--- src/rtl/tick_pkg.sv ---
`default_nettype none
// +----------------------------------------------------------------------+
// | Package   : tick_pkg                                                 |
// | Purpose   : Shared widths, tick record and writer FSM states for the |
// |             tick writer, price RAM and algorithm bank.               |
// | Revision  : 1.0 - initial release                                    |
// +----------------------------------------------------------------------+
package tick_pkg;

   localparam int STOCK_W    = 2;
   localparam int PRICE_W    = 14;
   localparam int SLOT_W     = 3;
   localparam int ADDR_W     = STOCK_W + SLOT_W;
   localparam int DATA_W     = STOCK_W + PRICE_W;
   localparam int NUM_STOCKS = 1 << STOCK_W;

   // Writer FSM: IDLE = nothing buffered, WRITE = draining, HOLD = frozen
   typedef enum logic [1:0] {
      ST_IDLE  = 2'd0,
      ST_WRITE = 2'd1,
      ST_HOLD  = 2'd2
   } state_e;

   // Packed layout matches the price-RAM word {stock, price}
   typedef struct packed {
      logic [STOCK_W-1:0] stock;
      logic [PRICE_W-1:0] price;
   } tick_t;

   // Limit a price to a ceiling when the clamp is enabled
   function automatic logic [PRICE_W-1:0] clamp_price(
      input logic [PRICE_W-1:0] price,
      input logic [PRICE_W-1:0] ceiling,
      input logic               en
   );
      return (en && (price > ceiling)) ? ceiling : price;
   endfunction

endpackage
`default_nettype wire

--- src/rtl/tick_writer_if.sv ---
`default_nettype none
// +----------------------------------------------------------------------+
// | Interface : tick_writer_if                                           |
// | Purpose   : Tick handshake input and price-RAM write port of the     |
// |             tick writer. slave = writer side, master = environment.  |
// | Revision  : 1.0 - initial release                                    |
// +----------------------------------------------------------------------+
interface tick_writer_if;
   import tick_pkg::*;

   logic               tick_valid;
   logic               tick_ready;
   logic [STOCK_W-1:0] tick_stock;
   logic [PRICE_W-1:0] tick_price;
   logic               we;
   logic [ADDR_W-1:0]  w_addr;
   logic [DATA_W-1:0]  data_out;

   modport master (
      output tick_valid, tick_stock, tick_price,
      input  tick_ready, we, w_addr, data_out
   );

   modport slave (
      input  tick_valid, tick_stock, tick_price,
      output tick_ready, we, w_addr, data_out
   );

endinterface
`default_nettype wire

--- src/rtl/tick_fifo.sv ---
`default_nettype none
// +----------------------------------------------------------------------+
// | Module    : tick_fifo                                                |
// | Purpose   : Small synchronous FIFO buffering accepted ticks.         |
// |             DEPTH must be a power of two, at least 2. Pointers carry |
// |             one extra wrap bit to tell full from empty.              |
// | Revision  : 1.0 - initial release                                    |
// +----------------------------------------------------------------------+
module tick_fifo
   import tick_pkg::*;
#(
   parameter int DEPTH = 4,
   parameter int WIDTH = DATA_W
)(
   input  logic                     clk,
   input  logic                     rst,
   input  logic                     push_i,
   input  logic                     pop_i,
   input  logic [WIDTH-1:0]         din_i,
   output logic [WIDTH-1:0]         dout_o,
   output logic                     full_o,
   output logic                     empty_o,
   output logic [$clog2(DEPTH):0]   count_o
);

   localparam int AW = $clog2(DEPTH);

   logic [WIDTH-1:0] mem_q [DEPTH];
   logic [AW:0]      wr_ptr_q;
   logic [AW:0]      rd_ptr_q;
   logic             push_w;
   logic             pop_w;

   assign empty_o = (wr_ptr_q == rd_ptr_q);
   assign full_o  = (wr_ptr_q[AW] != rd_ptr_q[AW]) &&
                    (wr_ptr_q[AW-1:0] == rd_ptr_q[AW-1:0]);
   assign count_o = wr_ptr_q - rd_ptr_q;
   assign dout_o  = mem_q[rd_ptr_q[AW-1:0]];

   // Guard against overflow/underflow even if the caller misbehaves
   assign push_w = push_i & ~full_o;
   assign pop_w  = pop_i & ~empty_o;

   // Storage array; contents are don't-care until written, so no reset
   always_ff @(posedge clk) begin
      if (push_w) begin
         mem_q[wr_ptr_q[AW-1:0]] <= din_i;
      end
   end

   // Read/write pointers; reset empties the FIFO
   always_ff @(posedge clk or negedge rst) begin
      if (!rst) begin
         wr_ptr_q <= '0;
         rd_ptr_q <= '0;
      end else begin
         if (push_w) wr_ptr_q <= wr_ptr_q + (AW+1)'(1);
         if (pop_w)  rd_ptr_q <= rd_ptr_q + (AW+1)'(1);
      end
   end

endmodule
`default_nettype wire

--- src/rtl/tick_writer.sv ---
`default_nettype none
// +----------------------------------------------------------------------+
// | Module    : tick_writer                                              |
// | Purpose   : Buffers market ticks and writes them to the price RAM at |
// |             {stock, slot}, one write per cycle, with freeze, drop    |
// |             counting and an algorithm-bank enable.                   |
// | Options   : TICK_WRITER_CLAMP_EN - limit written prices to PRICE_MAX |
// | Revision  : 1.0 - initial release                                    |
// +----------------------------------------------------------------------+
module tick_writer
   import tick_pkg::*;
#(
   parameter logic [PRICE_W-1:0] PRICE_MAX  = 14'd10000,
   parameter int                 FIFO_DEPTH = 4
)(
   input  logic             clk,
   input  logic             rst,
   tick_writer_if.slave     bus,
   input  logic             freeze,
   output logic             enable,
   output logic [7:0]       drop_cnt
);

`ifdef TICK_WRITER_CLAMP_EN
   localparam logic CLAMP_ON = 1'b1;
`else
   localparam logic CLAMP_ON = 1'b0;
`endif

   localparam int CNT_W = $clog2(FIFO_DEPTH) + 1;

   tick_t              push_tick_w;
   tick_t              pop_tick_w;
   logic               fifo_full_w;
   logic               fifo_empty_w;
   logic [CNT_W-1:0]   fifo_count_w;
   logic               ready_w;
   logic               push_w;
   logic               pop_w;
   logic               occupied_next_w;

   state_e             state_q;
   state_e             state_d;
   logic               we_q;
   logic [ADDR_W-1:0]  w_addr_q;
   logic [DATA_W-1:0]  data_q;
   logic [SLOT_W-1:0]  slot_q [NUM_STOCKS];
   logic [NUM_STOCKS-1:0] seen_q;
   logic               enable_q;
   logic [7:0]         drop_q;

   // Ready is gated by reset so nothing is offered acceptance while held
   assign ready_w     = rst & ~fifo_full_w & ~freeze;
   assign push_w      = bus.tick_valid & ready_w;
   // HOLD needs one cycle after freeze drops before draining resumes
   assign pop_w       = (state_q != ST_HOLD) & ~freeze & ~fifo_empty_w;
   assign push_tick_w = {bus.tick_stock, bus.tick_price};

   // FIFO occupancy after this edge, without an adder
   assign occupied_next_w = push_w |
                            (~fifo_empty_w & ~(pop_w & (fifo_count_w == CNT_W'(1))));

   tick_fifo #(
      .DEPTH (FIFO_DEPTH),
      .WIDTH (DATA_W)
   ) u_fifo (
      .clk     (clk),
      .rst     (rst),
      .push_i  (push_w),
      .pop_i   (pop_w),
      .din_i   (push_tick_w),
      .dout_o  (pop_tick_w),
      .full_o  (fifo_full_w),
      .empty_o (fifo_empty_w),
      .count_o (fifo_count_w)
   );

   // Next FSM state: freeze dominates, otherwise follow FIFO occupancy
   always_comb begin
      state_d = state_q;
      if (freeze) begin
         state_d = ST_HOLD;
      end else if (occupied_next_w) begin
         state_d = ST_WRITE;
      end else begin
         state_d = ST_IDLE;
      end
   end

   // FSM state, registered RAM write port, slot pointers, seen bits, enable
   always_ff @(posedge clk or negedge rst) begin
      if (!rst) begin
         state_q  <= ST_IDLE;
         we_q     <= 1'b0;
         w_addr_q <= '0;
         data_q   <= '0;
         seen_q   <= '0;
         enable_q <= 1'b0;
         for (int s = 0; s < NUM_STOCKS; s++) begin
            slot_q[s] <= '0;
         end
      end else begin
         state_q  <= state_d;
         we_q     <= pop_w;
         // seen bits lag by one edge, so enable rises the cycle after the write
         enable_q <= enable_q | (&seen_q);
         if (pop_w) begin
            w_addr_q <= {pop_tick_w.stock, slot_q[pop_tick_w.stock]};
            data_q   <= {pop_tick_w.stock,
                         clamp_price(pop_tick_w.price, PRICE_MAX, CLAMP_ON)};
            slot_q[pop_tick_w.stock] <= slot_q[pop_tick_w.stock] + SLOT_W'(1);
            seen_q[pop_tick_w.stock] <= 1'b1;
         end
      end
   end

   // Saturating count of cycles where a tick was offered but refused
   always_ff @(posedge clk or negedge rst) begin
      if (!rst) begin
         drop_q <= '0;
      end else if (bus.tick_valid && !ready_w && (drop_q != 8'hFF)) begin
         drop_q <= drop_q + 8'd1;
      end
   end

   assign bus.tick_ready = ready_w;
   assign bus.we         = we_q;
   assign bus.w_addr     = w_addr_q;
   assign bus.data_out   = data_q;
   assign enable         = enable_q;
   assign drop_cnt       = drop_q;

endmodule
`default_nettype wire

--- src/flat_wrapper.sv ---
// flat-port wrapper written by rule: the top's interface ports become plain ports
module tick_writer_flat import tick_pkg::*;
#(
   parameter logic [PRICE_W-1:0] PRICE_MAX  = 14'd10000,
   parameter int                 FIFO_DEPTH = 4
)
  (clk, rst, freeze, enable, drop_cnt, bus_tick_valid, bus_tick_stock, bus_tick_price, bus_tick_ready, bus_we, bus_w_addr, bus_data_out);
  tick_writer_if bus_i ();
  input  logic clk;
  input  logic rst;
  input  logic freeze;
  output logic enable;
  output logic [7:0] drop_cnt;
  input wire logic [$bits(bus_i.tick_valid)-1:0] bus_tick_valid;
  input wire logic [$bits(bus_i.tick_stock)-1:0] bus_tick_stock;
  input wire logic [$bits(bus_i.tick_price)-1:0] bus_tick_price;
  output wire logic [$bits(bus_i.tick_ready)-1:0] bus_tick_ready;
  output wire logic [$bits(bus_i.we)-1:0] bus_we;
  output wire logic [$bits(bus_i.w_addr)-1:0] bus_w_addr;
  output wire logic [$bits(bus_i.data_out)-1:0] bus_data_out;
  assign bus_i.tick_valid = bus_tick_valid;
  assign bus_i.tick_stock = bus_tick_stock;
  assign bus_i.tick_price = bus_tick_price;
  assign bus_tick_ready = bus_i.tick_ready;
  assign bus_we = bus_i.we;
  assign bus_w_addr = bus_i.w_addr;
  assign bus_data_out = bus_i.data_out;
  tick_writer #(.PRICE_MAX(PRICE_MAX), .FIFO_DEPTH(FIFO_DEPTH)) u_core (.clk(clk), .rst(rst), .bus(bus_i), .freeze(freeze), .enable(enable), .drop_cnt(drop_cnt));
endmodule
--- config.mk ---
export PLATFORM = sky130hd
export DESIGN_NAME = tick_writer_flat
export DESIGN_NICKNAME = d
export VERILOG_FILES = /design/src/rtl/tick_pkg.sv /design/src/rtl/tick_writer_if.sv /design/src/rtl/tick_fifo.sv /design/src/rtl/tick_writer.sv /design/src/flat_wrapper.sv
export SDC_FILE = /design/constraint.sdc
export NUM_CORES = 1
export LEC_CHECK = 0
export BUFFER_PORTS_ARGS = -buffer_cell sky130_fd_sc_hd__buf_4
export CORE_ASPECT_RATIO = 0.9
export CORE_MARGIN = 2
export CORE_UTILIZATION = 40
export CTS_CLUSTER_SIZE = 14
export DETAILED_ROUTE_END_ITERATION = 10
export GPL_TIMING_DRIVEN = 0
export SKIP_CTS_REPAIR_TIMING = 1
export SLEW_MARGIN = 25
export SYNTH_ARGS = -nofsm -noshare
export SYNTH_HDL_FRONTEND = slang
export SYNTH_SLANG_ARGS = --single-unit
--- constraint.sdc ---
create_clock -name clk -period 7.9 [get_ports clk]
set_input_delay 0.395 -clock clk [delete_from_list [all_inputs] [get_ports clk]]
set_output_delay 0.395 -clock clk [all_outputs]
set_load 0.1 [all_outputs]
==> out/qor.txt, run 1 <==
Cell family with most CP delay = buffers and inverters
Global-route track usage on met3 = 5.05%
Max Slew Vio Count = 0
Endpoints failing setup = 0
Number of top-level pins = 52
Global Route met1 Usage = 18.9%
Num CTS Buffers = 17
FP Rows = 37
Residual DRC = 0
Post-synth top area share = 40.7%
Seq cells post-synth = 117
RSZ-0062 raised after global routing = no
# diodes = 0
Initial DRT Pass Iterations = 4
Final WS setup = 4.10 ns
CP Class = flop to flop
Largest net degree at the start of global routing = 55
Detailed Place HPWL = 5340 um
Setup TNS = 0 ns
Critical Path RT = 7.92 ns
Multiplexer share of the synthesized area = 15.4%
Via count = 2429
Synth Area in Compound Gates = 2.12%
Cells after Synth = 264
1st-iter DRT viols = 99
Mapped cell area = 4720 um^2
Worst-skew pair later-pin latency = 0.41 ns
DR vias/cell = 4.84
Sequential share of the synthesized area = 68.8%
Initial Util = 41.2%
Routed Antenna Nets = 0
Count leader, synth = edfxtp_1
Slew @ Worst Pin = 1.01 ns
GR Util met2 = 23.1%
CP Max Fanout = 16
Cell variety after synth = 43
Status = complete, no violations
Die footprint = 12700 um^2
# clock sinks = 117
Clk buf depth = 2
Synth Area in XOR/XNOR = 4.08%
Yosys warns = 0
Layout cell share with drive strength beyond 1 = 37.6%
First-pass GRT wire length = 13800 um
CTS root buffer = clkbuf_16
EDFF count, synth = 64
Max incr delay on CP = 0.83 ns
Slew HR = 32.6%
Post-synthesis simple-gate area fraction = 4.95%
Core Region = 11500 um^2
Worst Hold Class = primary input to async pin
Synth Area in Adders = 2.81%
Drt wl/cell = 17.3 um
Buffers on Ports = 50
Critical path arrival = 3.82 ns
Final nets = 363
Clock H-tree levels = 4
Synth area leader = edfxtp_1
Largest family of logic cells by synthesized area = multiplexers
Fmax = 263 MHz
Critical-path top delay cell = and3_1
TritonCTS clock tree = yes
Synth-to-Final Area Change = 24.7%
Syn_area_per_cell = 17.9 um^2
Net Count, Synth = 294
Min Hold Slack = 0.0335 ns
MaxCap Viol Count = 0
Largest cells by area after synthesis = edfxtp_1, dfrtp_1, mux2_2
Die span in y = 107 um
Buf+Inv Stages, Crit Path = 4
Crit path top cell by count = clkbuf_1
CTS clock-pin slew for the worst setup and hold paths = 0.06 ns
Initial antenna violation count = 0
Vias in the first global route = 2527
Die X = 119 um
Routability cong. = 0.733
Total Wirelength = 8680 um
Fin crit share = 48.1%
Setup Skew = 0.00648 ns
Placed cells = 470
Most Used Layer, Global Route = met2
Crit end category = flop
Startpoint types = flop
Final hold vios = 0
GRT Total Usage = 14.9%
Post-route insts no fill = 502
Grt ovf = 0
Commonest cells post-synth = edfxtp_1, dfrtp_1, mux2_2
Ys flop type = edfxtp_1
Setup WS pre-CTS = 4.06 ns
Asr flop ratio synth = 45.3%
Critical Path, Cell by Cell = clkbuf_1, buf_1, inv_1, ha_1, nand2_1, o211a_1, clkbuf_1, and3_1
Post-layout min period = 3.80 ns
==> metrics by stage <==
step | instance area [um^2] | utilization [%]
2_1_floorplan | 4720 | -
3_3_place_gp | 5300 | 46.1
3_5_place_dp | 5300 | 46.1
4_1_cts | 5890 | 51.3
5_1_grt | 5890 | 51.3
6_report | 5890 | 51.3
==> kinds of logic after synthesis <==
family,count (synthesis)
xor+xnor,22
simple gates,40
fa+ha+maj,10
compound gates,11
flops,117
buf+inv,17
mux,47
==> cell usage in the layout (no fill, tap or decap), types with 3 or more instances in the layout <==
| cell type | synthesis | final |
|---|---|---|
| o21ai_0 | 4 | 4 |
| clkbuf_1 | 3 | 4 |
| mux4_2 | 11 | 11 |
| nand2_1 | 6 | 6 |
| ha_1 | 9 | 9 |
| dfrtp_1 | 53 | 53 |
| buf_2 | 3 | 3 |
| clkinvlp_4 | 0 | 4 |
| nor3_1 | 3 | 3 |
| mux2i_1 | 7 | 7 |
| nor4_1 | 3 | 3 |
| nand4_1 | 4 | 4 |
| buf_4 | 2 | 52 |
| xnor2_1 | 10 | 10 |
| clkinv_4 | 0 | 6 |
| nand3_1 | 4 | 4 |
| mux2_2 | 22 | 22 |
| xor2_1 | 12 | 12 |
| and3_1 | 5 | 5 |
| inv_1 | 5 | 5 |
| clkbuf_16 | 0 | 17 |
| edfxtp_1 | 64 | 64 |
| mux4_1 | 5 | 5 |
==> worst register-to-register path: cells and delay by family (launching register included) <==
kind	cells	cell delay (ns)
AO/OA/AOI/OAI	1	0.22
adder cells (fa/ha/maj)	1	0.33
buffers and inverters	4	1.50
flip-flops	1	0.41
AND/OR/NAND/NOR	2	0.96
==> worst paths after layout <==
| kind | start | cells past startpoint | endpoint | slack [ns] |
|---|---|---|---|---|
| min reg2reg | u_core.slot_q[0]$_DFFE_PN0P_ | 1 | u_core.slot_q[0]$_DFFE_PN0P_ | 0.47 |
| max | u_core.u_fifo.rd_ptr_q[1]$_DFFE_PN0P_ | 8 | u_core.u_fifo.mem_q[0][9]$_DFFE_PP_ | 4.10 |
| max reg2reg | u_core.u_fifo.rd_ptr_q[1]$_DFFE_PN0P_ | 8 | u_core.u_fifo.mem_q[0][9]$_DFFE_PP_ | 4.10 |
| min | rst | 1 | u_core.drop_cnt[5]$_DFFE_PN0P_ | 0.03 |
| min in group clk | freeze | 1 | u_core.state_q[1]$_DFF_PN0_ | 0.16 |
| max in group asynchronous | rst | 1 | u_core.bus.data_out[11]$_DFFE_PN0P_ | 7.37 |
==> state kept, by name, indices dropped and copies added, names as in the netlist <==
signal	flops
u_core.bus.we	1
u_core.u_fifo.rd_ptr_q	3
u_core.enable	1
u_core.bus.w_addr	3
u_core.drop_cnt	8
u_core.u_fifo.wr_ptr_q	3
u_core.slot_q	12
u_core.state_q	2
u_core.seen_q	4
u_core.bus.data_out	16
u_core.u_fifo.mem_q	64
==> cell type report <==
cell class	instances	area [um^2]
multi-input cells	130	1390
clock buffers	19	443
plain buffers	12	71.3
clock inverters	13	151
inverters	5	18.8
fillers	1005	5590
flip-flops and latches	117	3250
repair buffers	50	375
well taps	156	195
==> layer usage <==
| metal | up-vias | routed length (um) |
|---|---|---|
| met5 | - | 0 |
| met3 | 2 | 313 |
| met4 | 0 | 54 |
| met1 | 1247 | 4090 |
| li1 | 1135 | - |
| met2 | 45 | 4230 |
Power of run 1 is not shown: default switching activity piles up to over one toggle a cycle in this logic, so the estimate is an artifact.
==> run 2, diff against run 1 <==
clock period = 3.15 ns   (was 7.9 ns; I/O delays follow)
==> out/qor.txt, run 2 (same netlist as run 1, synthesis figures left out) <==
Status = complete, no violations (unchanged)
Layout cell share with drive strength beyond 1 = 38.3% (was 37.6%)
Post-layout min period = 2.82 ns (was 3.80 ns)
Final nets = 383 (was 363)
DR vias/cell = 4.79 (was 4.84)
Largest register FFs = 64 (unchanged)
MaxCap Viol Count = 0 (unchanged)
GRT Total Usage = 14.6% (was 14.9%)
Clk buf depth = 2 (unchanged)
Core Region = 11500 um^2 (unchanged)
Die X = 119 um (unchanged)
Die footprint = 12700 um^2 (unchanged)
Worst Hold Class = primary input to flop (was primary input to async pin)
Initial DRT Pass Iterations = 4 (unchanged)
R2R cell count = 8 (unchanged)
CP Max Fanout = 16 (unchanged)
CTS clock-pin slew for the worst setup and hold paths = 0.05 ns (was 0.06 ns)
Slew @ Worst Pin = 0.880 ns (was 1.01 ns)
Num CTS Buffers = 17 (unchanged)
RR Startpoint = u_core.u_fifo.rd_ptr_q[1]$_DFFE_PN0P_ (unchanged)
Initial antenna violation count = 0 (unchanged)
HP Start = bus_tick_valid
Startpoint types = flop (unchanged)
Total Wirelength = 8370 um (was 8680 um)
Setup Skew = 0.0130 ns (was 0.00648 ns)
Most Used Layer, Global Route = met2 (unchanged)
Setup WS pre-CTS = -0.591 ns (was 4.06 ns)
Residual DRC = 0 (unchanged)
Grt ovf = 0 (unchanged)
Post-route insts no fill = 522 (was 502)
Layout fillers = 970 (was 1005)
Clock H-tree levels = 4 (unchanged)
Routed Antenna Nets = 0 (unchanged)
RSZ-0062 raised after global routing = no (unchanged)
Via count = 2501 (was 2429)
# diodes = 0 (unchanged)
FP Rows = 37 (unchanged)
Number of top-level pins = 52 (unchanged)
Flop-to-flop setup slack = 0.33 ns (was 4.10 ns)
Synth-to-Final Area Change = 28.0% (was 24.7%)
Buffers on Ports = 50 (unchanged)
Slew HR = 41.3% (was 32.6%)
Fmax = 354 MHz (was 263 MHz)
Reg-to-reg endpoint = u_core.u_fifo.mem_q[1][2]$_DFFE_PP_ (was u_core.u_fifo.mem_q[0][9]$_DFFE_PP_)
Detailed Place HPWL = 5160 um (was 5340 um)
Max Slew Vio Count = 0 (unchanged)
Worst-skew pair later-pin latency = 0.41 ns (about the same)
Crit end category = flop (unchanged)
GR Util met2 = 21.7% (was 23.1%)
Routability cong. = 0.730 (was 0.733)
Global-route track usage on met3 = 4.41% (was 5.05%)
Die span in y = 107 um (unchanged)
# clock sinks = 117 (unchanged)
Drt wl/cell = 16.0 um (was 17.3 um)
Min Hold Slack = 0.226 ns (was 0.0335 ns)
Commonest non-fill, non-tap cell in the layout = edfxtp_1 (unchanged)
Largest net degree at the start of global routing = 55 (unchanged)
CTS root buffer = clkbuf_16 (unchanged)
Vias in the first global route = 2492 (was 2527)
1st-iter DRT viols = 112 (was 99)
Final WS setup = 0.327 ns (was 4.10 ns)
Hold Path Sink = u_core.u_fifo.wr_ptr_q[0]$_DFFE_PN0N_
First-pass GRT wire length = 13500 um (was 13800 um)
CP Class = flop to flop (unchanged)
Critical Path RT = 3.20 ns (was 7.92 ns)
Placed cells = 470 (unchanged)
Endpoints failing setup = 0 (unchanged)
Layout Utilization = 52.7% (was 51.3%)
Critical path arrival = 2.87 ns (was 3.82 ns)
Fin crit share = 89.6% (was 48.1%)
WHS Path Cells = 3
Final hold vios = 0 (unchanged)
Global Route met1 Usage = 19.3% (was 18.9%)
TritonCTS clock tree = yes (unchanged)
Initial Util = 41.2% (unchanged)
Commonest cells after routing, fill and taps aside = edfxtp_1, buf_4, dfrtp_1 (was edfxtp_1, dfrtp_1, buf_4)
-- run 2: worst max-delay path, cell delays in order, from the launching register on --
cell	delay [ns]
dfrtp_1	0.39
clkbuf_2	0.25
clkbuf_2	0.33
inv_1	0.10
ha_1	0.30
nand2_1	0.12
o211a_1	0.20
clkbuf_2	0.23
and3_2	0.53
-- run 2: cell type report --
type | count | area, um^2 | area share, %
clock inverters | 14 | 103 | 1.70
multi-input cells | 130 | 1400 | 23.1
well taps | 156 | 195 | 3.23
flip-flops and latches | 117 | 3250 | 53.7
plain buffers | 12 | 75.1 | 1.24
inverters | 5 | 18.8 | 0.310
repair buffers | 70 | 571 | 9.43
clock buffers | 18 | 439 | 7.26
-- run 2: worst max-delay path by stage --
| stage | cells past startpoint | end | start |
|---|---|---|---|
| global placement | 8 | u_core.bus.data_out[10]$_DFFE_PN0P_ | u_core.u_fifo.rd_ptr_q[1]$_DFFE_PN0P_ |
| floorplan | 8 | u_core.u_fifo.mem_q[1][0]$_DFFE_PP_ | u_core.u_fifo.rd_ptr_q[1]$_DFFE_PN0P_ |
| detailed placement | 8 | u_core.bus.data_out[9]$_DFFE_PN0P_ | u_core.u_fifo.rd_ptr_q[1]$_DFFE_PN0P_ |
| global route | 8 | u_core.u_fifo.mem_q[1][11]$_DFFE_PP_ | u_core.u_fifo.rd_ptr_q[1]$_DFFE_PN0P_ |
| CTS | 8 | u_core.bus.data_out[9]$_DFFE_PN0P_ | u_core.u_fifo.rd_ptr_q[1]$_DFFE_PN0P_ |
| finish | 8 | u_core.u_fifo.mem_q[1][2]$_DFFE_PP_ | u_core.u_fifo.rd_ptr_q[1]$_DFFE_PN0P_ |
-- run 2: through the flow --
step / area [um^2] / setup TNS [ns]
2_1_floorplan: 4730 / 0
3_3_place_gp: 5300 / -36.15
3_5_place_dp: 5300 / -36.99
4_1_cts: 5840 / -39.34
5_1_grt: 6050 / 0
6_report: 6050 / 0
-- run 2: routing by layer --
layer / share of wire [%] / vias up
li1: - / 1182
met1: 48 / 1258
met2: 47 / 48
met3: 2.9 / 13
met4: 2.3 / 0
met5: 0 / -
Power of run 2 is left out for the same reason.
==> run 3, diff against run 2 <==
SYNTH_HIERARCHICAL = 1   (was unset)
clock period = 3.3 ns   (was 3.15 ns; I/O delays follow)
==> out/qor.txt, run 3 <==
Post-layout min period = 3.06 ns (was 2.82 ns)
Largest net degree at the start of global routing = 55 (unchanged)
FP Rows = 38 (was 37)
Die footprint = 13000 um^2 (was 12700 um^2)
Total Wirelength = 8880 um (was 8370 um)
Setup Skew = 0.00798 ns (was 0.0130 ns)
Fmax = 327 MHz (was 354 MHz)
Endpoints failing setup = 0 (unchanged)
RR Startpoint = u_core/u_fifo/rd_ptr_q[1]$_DFFE_PN0P_ (was u_core.u_fifo.rd_ptr_q[1]$_DFFE_PN0P_)
Asr flop ratio synth = 45.3% (unchanged)
Placed cells = 486 (was 470)
Synth area leader = edfxtp_1 (unchanged)
Max Slew Vio Count = 0 (unchanged)
1st-iter DRT viols = 182 (was 112)
Reg-to-reg endpoint = u_core/u_fifo/mem_q[2][5]$_DFFE_PP_ (was u_core.u_fifo.mem_q[1][2]$_DFFE_PP_)
Routed Antenna Nets = 0 (unchanged)
Commonest non-fill, non-tap cell in the layout = edfxtp_1 (unchanged)
Commonest cells after routing, fill and taps aside = edfxtp_1, buf_4, dfrtp_1 (unchanged)
Worst-skew pair later-pin latency = 0.41 ns (about the same)
CTS clock-pin slew for the worst setup and hold paths = 0.05 ns (about the same)
Crit end category = flop (unchanged)
Initial Util = 40.6% (was 41.2%)
# clock sinks = 117 (unchanged)
# diodes = 0 (unchanged)
Final hold vios = 0 (unchanged)
Cells after Synth = 275 (was 264)
DR vias/cell = 4.90 (was 4.79)
Vias in the first global route = 2714 (was 2492)
Startpoint types = flop (unchanged)
Synth-to-Final Area Change = 30.1% (was 28.0%)
EDFF count, synth = 64 (unchanged)
Ys flop type = edfxtp_1 (unchanged)
CP Class = flop to flop (unchanged)
Worst Hold Class = primary input to flop (unchanged)
Post-synth top area share = 39.7% (was 40.7%)
Routability cong. = 0.747 (was 0.730)
Hold Path Sink = u_core/drop_cnt[0]$_DFFE_PN0P_ (was u_core.u_fifo.wr_ptr_q[0]$_DFFE_PN0N_)
Initial DRT Pass Iterations = 4 (unchanged)
Grt ovf = 0 (unchanged)
Sequential share of the synthesized area = 67.1% (was 68.8%)
Largest register FFs = 64 (unchanged)
R2R cell count = 11 (was 8)
Final nets = 399 (was 383)
Commonest cells post-synth = edfxtp_1, dfrtp_1, mux2_2 (unchanged)
Slew HR = 51.9% (was 41.3%)
Syn_area_per_cell = 17.6 um^2 (was 17.9 um^2)
First-pass GRT wire length = 13900 um (was 13500 um)
Clock H-tree levels = 4 (unchanged)
HP Start = bus_tick_valid (unchanged)
Mapped cell area = 4840 um^2 (was 4720 um^2)
Core Region = 11900 um^2 (was 11500 um^2)
Count leader, synth = edfxtp_1 (unchanged)
Flop-to-flop setup slack = 0.24 ns (was 0.33 ns)
Layout cell share with drive strength beyond 1 = 42.5% (was 38.3%)
Via count = 2650 (was 2501)
Min Hold Slack = 0.0973 ns (was 0.226 ns)
Clk buf depth = 2 (unchanged)
Num CTS Buffers = 17 (unchanged)
Critical Path RT = 3.39 ns (was 3.20 ns)
RSZ-0062 raised after global routing = no (unchanged)
WHS Path Cells = 3 (unchanged)
Yosys warns = 6 (was 0)
Post-route insts no fill = 541 (was 522)
Detailed Place HPWL = 5190 um (was 5160 um)
Status = complete, no violations (unchanged)
MaxCap Viol Count = 0 (unchanged)
GRT Total Usage = 14.6% (about the same)
Largest cells by area after synthesis = edfxtp_1, dfrtp_1, mux4_2 (was edfxtp_1, dfrtp_1, mux2_2)
Fin crit share = 92.7% (was 89.6%)
CTS root buffer = clkbuf_16 (unchanged)
Initial antenna violation count = 0 (unchanged)
Cell variety after synth = 45 (was 43)
CP Max Fanout = 10 (was 16)
Net Count, Synth = 305 (was 294)
TritonCTS clock tree = yes (unchanged)
Residual DRC = 0 (unchanged)
Seq cells post-synth = 117 (unchanged)
Slew @ Worst Pin = 0.722 ns (was 0.880 ns)
Buffers on Ports = 51 (was 50)
Die X = 120 um (was 119 um)
Drt wl/cell = 16.4 um (was 16.0 um)
Critical path arrival = 3.15 ns (was 2.87 ns)
Number of top-level pins = 52 (unchanged)
Die span in y = 108 um (was 107 um)
run 3: how the worst max path moves through the flow:
stage	from	cells past startpoint	slack (ns)	to
finish	u_core/u_fifo/rd_ptr_q[1]$_DFFE_PN0P_	11	0.24	u_core/u_fifo/mem_q[2][5]$_DFFE_PP_
global route	u_core/u_fifo/rd_ptr_q[1]$_DFFE_PN0P_	13	0.03	u_core/u_fifo/wr_ptr_q[1]$_DFFE_PN0P_
CTS	u_core/u_fifo/rd_ptr_q[1]$_DFFE_PN0P_	11	-0.46	u_core/u_fifo/mem_q[2][9]$_DFFE_PP_
detailed placement	u_core/u_fifo/rd_ptr_q[1]$_DFFE_PN0P_	11	-0.43	u_core/u_fifo/mem_q[2][13]$_DFFE_PP_
global placement	u_core/u_fifo/rd_ptr_q[1]$_DFFE_PN0P_	11	-0.41	u_core/u_fifo/mem_q[3][13]$_DFFE_PP_
floorplan	u_core/u_fifo/rd_ptr_q[1]$_DFFE_PN0P_	11	0.23	u_core/u_fifo/mem_q[0][0]$_DFFE_PP_
run 3: final cells by class:
cell class	instances	area, um^2
timing repair buffer	73	618
clock buffer	22	464
sequential	117	3250
multi-input combinational	138	1510
buffer	11	83.8
tap	160	200
clock inverter	9	129
inverter	11	46.3
fill	990	5640
run 3: stage by stage:
stage               cell area [um^2]  utilization [%]  setup TNS, ns  setup slack (ns)
floorplan                       4840                -              0             0.232
global placement                5420             45.4         -25.12            -0.412
detailed placement              5420             45.4         -26.09            -0.426
CTS                             6020             50.4         -27.84            -0.458
global route                    6300             52.8              0            0.0336
finish                          6300             52.8              0             0.240
run 3: critical path, cell delays in order, from the launching register on:
cell and delay (ns):
dfrtp_1 0.35, buf_2 0.25, buf_4 0.25, inv_1 0.10
ha_1 0.32, nand3_2 0.16, inv_1 0.05, or3b_1 0.36
buf_6 0.15, inv_6 0.06, and2_2 0.27, and3_2 0.40
run 3: kinds of logic (layout without fill, tap and decap cells):
| group | Yosys count | in the layout | share of synthesized area (%) |
|---|---|---|---|
| buffers and inverters | 22 | 126 | 2.64 |
| and+or+nand+nor | 50 | 52 | 6.59 |
| muxes | 51 | 51 | 16.5 |
| adders and majority gates | 10 | 10 | 2.74 |
| DFF | 117 | 117 | 67.1 |
| AOI/OAI and AO/OA | 12 | 12 | 1.91 |
| xor gates and xnor gates | 13 | 13 | 2.51 |
run 3: layer usage:
metal / track usage (%) / up-vias / routed length, um
met5: 0 / - / 0
met3: 4.59 / 19 / 408
met1: 18.6 / 1338 / 4180
li1: - / 1235 / -
met4: 7.56 / 0 / 189
met2: 22.6 / 58 / 4100
Power of run 3 is left out for the same reason.
